$ cat config.mk
export PLATFORM = sky130hd
export DESIGN_NAME = instr_fetch_stage_flat
export DESIGN_NICKNAME = d
export VERILOG_FILES = /design/src/rtl/instr_fetch_stage_if.sv /design/src/rtl/instr_fetch_stage.sv /design/src/flat_wrapper.sv
export SDC_FILE = /design/constraint.sdc
export NUM_CORES = 1
export LEC_CHECK = 0
export BUFFER_PORTS_ARGS = -buffer_cell sky130_fd_sc_hd__buf_2
export CELL_PAD_IN_SITES_DETAIL_PLACEMENT = 0
export CELL_PAD_IN_SITES_GLOBAL_PLACEMENT = 1
export CORE_MARGIN = 1
export CORE_UTILIZATION = 41
export DETAILED_ROUTE_END_ITERATION = 7
export PLACE_DENSITY = 0.86
export SYNTH_ARGS = -nofsm -noshare
export SYNTH_HDL_FRONTEND = slang
export SYNTH_SLANG_ARGS = --single-unit
$ cat constraint.sdc
create_clock -name clk -period 3.2 [get_ports clk]
set_input_delay 0.16 -clock clk [delete_from_list [all_inputs] [get_ports clk]]
set_output_delay 0.16 -clock clk [all_outputs]
set_load 0.05 [all_outputs]
$ cat src/rtl/instr_fetch_stage_if.sv
// Bus bundle between the IF stage, the combinational instruction ROM and the
// IF/ID register consumer (decode).
interface instr_fetch_stage_if #(
  parameter int ROM_ADDR_BITS = 10,
  parameter int DATA_BITS     = 32
);
  logic [ROM_ADDR_BITS-1:0] rom_addr;
  logic                     rom_sel;
  logic [DATA_BITS-1:0]     rom_data;
  logic                     ifid_valid;
  logic [DATA_BITS-1:0]     ifid_instr;
  logic [31:0]              ifid_pc;
  logic [31:0]              ifid_pc4;

  modport master (
    output rom_addr, rom_sel,
    input  rom_data,
    output ifid_valid, ifid_instr, ifid_pc, ifid_pc4
  );

  modport slave (
    input  rom_addr, rom_sel,
    output rom_data,
    input  ifid_valid, ifid_instr, ifid_pc, ifid_pc4
  );
endinterface

$ cat src/rtl/instr_fetch_stage.sv
// IF stage of the 5-stage MIPS pipeline: PC register, ROM addressing and the
// IF/ID pipeline register, with stall/flush/redirect/halt control.
module instr_fetch_stage #(
  parameter logic [31:0] RESET_PC      = 32'h0000_0000,
  parameter int          ROM_ADDR_BITS = 10,
  parameter int          DATA_BITS     = 32
) (
  input  logic                       clk,
  input  logic                       rst_n,
  instr_fetch_stage_if.master        bus,
  input  logic                       i_stall,
  input  logic                       i_flush,
  input  logic                       i_redirect,
  input  logic [31:0]                i_redirect_pc,
  input  logic                       i_halt,
  output logic [31:0]                o_pc,
  output logic                       o_halted
);

  typedef enum logic [1:0] {
    ST_BOOT = 2'd0,
    ST_RUN  = 2'd1,
    ST_HALT = 2'd2
  } state_t;

  localparam logic [31:0] PC_ALIGN_MASK = 32'hFFFF_FFFC;
  localparam logic [31:0] RESET_PC_ALIGNED = RESET_PC & PC_ALIGN_MASK;

  state_t                r_state;
  state_t                w_nextState;
  logic [31:0]           r_pc;
  logic [31:0]           w_nextPc;
  logic [31:0]           w_pcPlus4;
  logic [31:0]           w_redirectPc;
  logic                  w_bubble;
  logic                  w_capture;

  logic                  r_ifidValid;
  logic [DATA_BITS-1:0]  r_ifidInstr;
  logic [31:0]           r_ifidPc;
  logic [31:0]           r_ifidPc4;
  logic                  w_nextIfidValid;
  logic [DATA_BITS-1:0]  w_nextIfidInstr;
  logic [31:0]           w_nextIfidPc;
  logic [31:0]           w_nextIfidPc4;

  assign w_pcPlus4    = r_pc + 32'd4;
  assign w_redirectPc = i_redirect_pc & PC_ALIGN_MASK;

  always_ff @(posedge clk or negedge rst_n) begin
    if (!rst_n) begin
      r_state <= ST_BOOT;
    end else begin
      r_state <= w_nextState;
    end
  end

  // Priority inside RUN: halt > redirect > flush > stall > normal fetch.
  always_comb begin
    w_nextState = r_state;
    w_nextPc    = r_pc;
    w_bubble    = 1'b0;
    w_capture   = 1'b0;
    case (r_state)
      ST_BOOT: begin
        w_nextState = ST_RUN;
        w_bubble    = 1'b1;
      end
      ST_RUN: begin
        if (i_halt) begin
          w_nextState = ST_HALT;
          w_bubble    = 1'b1;
        end else if (i_redirect) begin
          w_nextPc = w_redirectPc;
          w_bubble = 1'b1;
        end else if (i_flush) begin
          w_bubble = 1'b1;
          if (!i_stall) begin
            w_nextPc = w_pcPlus4;
          end
        end else if (!i_stall) begin
          w_nextPc  = w_pcPlus4;
          w_capture = 1'b1;
        end
      end
      ST_HALT: begin
        w_nextState = ST_HALT;
      end
      default: begin
        w_nextState = ST_BOOT;
        w_bubble    = 1'b1;
      end
    endcase
  end

  always_comb begin
    w_nextIfidValid = r_ifidValid;
    w_nextIfidInstr = r_ifidInstr;
    w_nextIfidPc    = r_ifidPc;
    w_nextIfidPc4   = r_ifidPc4;
    if (w_bubble) begin
      w_nextIfidValid = 1'b0;
      w_nextIfidInstr = '0;
      w_nextIfidPc    = '0;
      w_nextIfidPc4   = '0;
    end else if (w_capture) begin
      w_nextIfidValid = 1'b1;
      w_nextIfidInstr = bus.rom_data;
      w_nextIfidPc    = r_pc;
      w_nextIfidPc4   = w_pcPlus4;
    end
  end

  always_ff @(posedge clk or negedge rst_n) begin
    if (!rst_n) begin
      r_pc        <= RESET_PC_ALIGNED;
      r_ifidValid <= 1'b0;
      r_ifidInstr <= '0;
      r_ifidPc    <= '0;
      r_ifidPc4   <= '0;
    end else begin
      r_pc        <= w_nextPc;
      r_ifidValid <= w_nextIfidValid;
      r_ifidInstr <= w_nextIfidInstr;
      r_ifidPc    <= w_nextIfidPc;
      r_ifidPc4   <= w_nextIfidPc4;
    end
  end

  // PCs beyond the ROM depth simply wrap through address truncation.
  assign bus.rom_addr   = r_pc[ROM_ADDR_BITS+1:2];
  assign bus.rom_sel    = (r_state == ST_RUN);
  assign bus.ifid_valid = r_ifidValid;
  assign bus.ifid_instr = r_ifidValid ? r_ifidInstr : '0;
  assign bus.ifid_pc    = r_ifidPc;
  assign bus.ifid_pc4   = r_ifidPc4;
  assign o_pc           = r_pc;
  assign o_halted       = (r_state == ST_HALT);

endmodule

$ cat src/flat_wrapper.sv
// flat-port wrapper written by rule: the top's interface ports become plain ports
module instr_fetch_stage_flat 
#(
  parameter logic [31:0] RESET_PC      = 32'h0000_0000,
  parameter int          ROM_ADDR_BITS = 10,
  parameter int          DATA_BITS     = 32
)
  (clk, rst_n, i_stall, i_flush, i_redirect, i_redirect_pc, i_halt, o_pc, o_halted, bus_rom_addr, bus_rom_sel, bus_rom_data, bus_ifid_valid, bus_ifid_instr, bus_ifid_pc, bus_ifid_pc4);
  instr_fetch_stage_if #(.ROM_ADDR_BITS(ROM_ADDR_BITS), .DATA_BITS(DATA_BITS)) bus_i ();
  input  logic clk;
  input  logic rst_n;
  input  logic i_stall;
  input  logic i_flush;
  input  logic i_redirect;
  input  logic [31:0] i_redirect_pc;
  input  logic i_halt;
  output logic [31:0] o_pc;
  output logic o_halted;
  output wire logic [$bits(bus_i.rom_addr)-1:0] bus_rom_addr;
  output wire logic [$bits(bus_i.rom_sel)-1:0] bus_rom_sel;
  input wire logic [$bits(bus_i.rom_data)-1:0] bus_rom_data;
  output wire logic [$bits(bus_i.ifid_valid)-1:0] bus_ifid_valid;
  output wire logic [$bits(bus_i.ifid_instr)-1:0] bus_ifid_instr;
  output wire logic [$bits(bus_i.ifid_pc)-1:0] bus_ifid_pc;
  output wire logic [$bits(bus_i.ifid_pc4)-1:0] bus_ifid_pc4;
  assign bus_rom_addr = bus_i.rom_addr;
  assign bus_rom_sel = bus_i.rom_sel;
  assign bus_i.rom_data = bus_rom_data;
  assign bus_ifid_valid = bus_i.ifid_valid;
  assign bus_ifid_instr = bus_i.ifid_instr;
  assign bus_ifid_pc = bus_i.ifid_pc;
  assign bus_ifid_pc4 = bus_i.ifid_pc4;
  instr_fetch_stage #(.RESET_PC(RESET_PC), .ROM_ADDR_BITS(ROM_ADDR_BITS), .DATA_BITS(DATA_BITS)) u_core (.clk(clk), .rst_n(rst_n), .bus(bus_i), .i_stall(i_stall), .i_flush(i_flush), .i_redirect(i_redirect), .i_redirect_pc(i_redirect_pc), .i_halt(i_halt), .o_pc(o_pc), .o_halted(o_halted));
endmodule
==> flow_metrics.py <==
metrics = {
    "status": {
        "outcome": "finished clean",
    },
    "clocking": {
        "ctsResizeCount": 0,
        "cts-htree-levels": 4,
        "numCtsBuffers": 17,
        "path_clk_slew_ps": 60,
        "postCtsSetupBuffers": 0,
        "clock_latency_ps": 420,
        "ctsLongestPathBuffers": 2,
        "root_buffer": "clkbuf_16",
        "cts_hold_buf": 31,
        "cts_tree": "built",
        "cts_sinks": 125,
    },
    "logic_synthesis": {
        "ys_types": 54,
        "synthAdderAreaFrac_pct": 0.781,
        "synth-simple-area-share_pct": 20.9,
        "synthTopCellsByArea": "dfrtp_1, a22o_1, nand2_1",
        "synth_top_cell_by_area": "dfrtp_1",
        "synth_edf_count": 0,
        "synth_top_area_share_pct": 48.8,
        "synth.area.mux_share_pct": 0.371,
        "async_flop_share_pct": 100,
        "yosysWarnings": 0,
        "synth_compound_area_share_pct": 19.9,
        "syn-mean-instance-area_um2": 9.58,
        "synth-xor-area-share_pct": 1.78,
        "synth_top_family_by_area": "simple AND/OR/NAND/NOR gates",
        "ys_ff_latch": 125,
        "syn-cell-area_um2": 6410,
        "ys_seq_area_share_pct": 48.8,
        "synthFlopType": "dfrtp_1",
        "synthCells": 669,
    },
    "critical_path": {
        "critical_path_peak_fanout": 24,
        "start_kind": "flip-flop",
        "worstPathCellList": "inv_1 > ha_1 > or4b_1 > mux2i_4 > buf_4 > a22o_1",
        "path_buf_inv": 2,
        "cp_data_required_time_ps": 3550,
        "reg2reg_from": "u_core.r_state[1]$_DFFE_PN0P_",
        "worst_setup_path_end_kind": "flip-flop",
        "slowest_stage": "or4b_1",
        "critPathLaunch": "u_core.r_state[1]$_DFFE_PN0P_",
        "slowest_delay_ps": 800,
        "arrival_ps": 3020,
        "critPathTopFamily": "simple AND/OR/NAND/NOR gates",
        "worstSetupPathType": "reg -> reg",
    },
    "timing": {
        "slew_viol_final": 0,
        "rsz0062_at_grt": "false",
        "slew_headroom_pct": 45.9,
        "period_needed_ps": 2660,
        "skew_ps": 6.53,
        "hold_viol": 0,
        "fmax_mhz": 375,
        "setup_viol": 0,
        "worstMarginPinSlew_ps": 812,
        "tns_ps": 0,
        "layout_setup_ws_ps": 535,
        "timing.final.crit_share_pct": 83.3,
    },
    "final_layout": {
        "layout-drive-gt1-share_pct": 29.6,
        "syn2layout_area_growth_pct": 30.0,
        "layout.nets": 929,
        "antennaDiodeCount": 0,
        "final_common_cell": "buf_2",
        "mostFrequentLayoutCells": "buf_2, dfrtp_1, nand2_1",
        "final_cells": 1056,
        "design_area_um2": 8330,
    },
    "detailed_routing": {
        "drtIter0Drc": 392,
        "detail_route.wl_per_cell_um": 18.9,
        "drt-pass1-iter-count": 5,
        "postRouteAntennaNets": 0,
        "vias": 6185,
        "vias_per_cell": 5.86,
        "drc_errors": 0,
        "routed_wl_mm": 20.0,
    },
    "flow_run": {
        "cap_violations": 0,
    },
    "placement": {
        "port_buffers": 202,
        "pre_cts_ws_ps": 537,
        "place_congestion": 0.850,
        "dp_hpwl_mm": 13.2,
        "dpl_cell_area_um2": 7400,
        "dp_cells": 993,
    },
    "pwr": {
        "p_leak_nw": 4.08,
        "p_per_area_nw_per_um2": 767,
        "ir_drop_mv": 0.430,
        "finalPower_mw": 6.39,
    },
    "global_route": {
        "grt_max_degree": 83,
        "grt_pass1_wl_mm": 31.4,
        "grt_usage_pct": 25.1,
        "grt_pass1_vias": 5978,
        "overflow": 0,
        "grt_antenna_before_repair": 1,
    },
    "floorplanning": {
        "die-width_um": 127,
        "start_util_pct": 42.2,
        "num_rows": 45,
        "pin_count": 211,
        "die_y_um": 127,
        "floorplan.die_area_um2": 16100,
        "design.core.area_um2": 15200,
    },
    "worst_hold_path": {
        "worstHoldPathType": "in -> reg",
        "hp-start": "bus_rom_data[4]",
    },
}
==> per-layer routing <==
layer / share of wire (%) / vias up / global-route usage [%]
met5: 0.080 / - / 0
met4: 1.9 / 2 / 9.59
met3: 7.0 / 35 / 6.11
met2: 46 / 308 / 39.9
met1: 45 / 3014 / 33.2
li1: - / 2826 / -
==> cell type report <==
class / count / area, µm²
fillers: 1339 / 6870
well taps: 188 / 235
repair buffers: 248 / 1470
flip-flops and latches: 125 / 3130
clock inverters: 11 / 139
clock buffers: 21 / 480
inverters: 11 / 41.3
multi-input cells: 452 / 2850
==> final timing paths <==
path / to / slack (ps) / depth (start not counted)
min reg2reg: u_core.bus.ifid_pc[20]$_DFFE_PN0P_ / 470 / 2
max reg2reg: u_core.bus.ifid_pc4[12]$_DFFE_PN0P_ / 540 / 6
min: u_core.r_ifidInstr[4]$_DFFE_PN0P_ / 20 / 2
min in group asynchronous: u_core.bus.ifid_pc4[23]$_DFFE_PN0P_ / 370 / 2
max in group asynchronous: u_core.r_ifidInstr[27]$_DFFE_PN0P_ / 2030 / 3
max: u_core.bus.ifid_pc4[12]$_DFFE_PN0P_ / 540 / 6
==> flip-flops by register name, indices dropped and copies added, names as in the netlist <==
signal,count
u_core.r_ifidInstr,32
u_core.bus.ifid_pc4,30
u_core.bus.ifid_pc,30
u_core.o_pc,30
u_core.r_state,2
u_core.bus.ifid_valid,1
==> worst reg2reg max path: cells and delay by family, from the launching register on <==
kind / cells / cell delay, ps
and+or+nand+nor: 1 / 800
muxes: 1 / 530
buffers and inverters: 2 / 470
DFF: 1 / 390
adders and majority gates: 1 / 220
AOI/OAI and AO/OA: 1 / 210
==> power breakdown <==
group          switching, mW  total [mW]  internal [mW]
clock network          0.702        2.00           1.30
logic                   1.62        2.20          0.572
registers              0.437        2.20           1.76
==> stage by stage <==
step	hold WS, ps	util, %
after floorplan	-136	-
after global placement	279	48.7
after detailed placement	274	48.7
after CTS	3.39	54.8
after global routing	0.299	54.8
final	20.1	54.8
==> kinds of logic after synthesis <==
logic type,count (synthesis)
DFF,125
other,1
xor gates and xnor gates,13
and+or+nand+nor,252
buffers and inverters,97
adders and majority gates,4
AOI/OAI and AO/OA,175
muxes,2
==> synth_stat cells, drive strengths merged, types with 2 or more instances <==
library cell / number
a21oi: 20
a22o: 56
a22oi: 2
a2bb2oi: 2
a311o: 3
a311oi: 3
a31oi: 6
a32oi: 2
and2: 33
and3: 13
and4: 6
buf: 43
clkbuf: 43
dfrtp: 125
ha: 4
inv: 11
mux2i: 2
nand2: 67
nand2b: 3
nand3: 25
nand4: 26
nand4b: 3
nor2: 25
nor3: 18
nor4: 15
o211ai: 15
o21a: 3
o21ai: 36
o22a: 3
o22ai: 3
o2bb2ai: 3
o311ai: 13
or2: 2
or3: 8
or4: 6
xnor2: 11
xor2: 2
(Power assumes the default switching activity.)
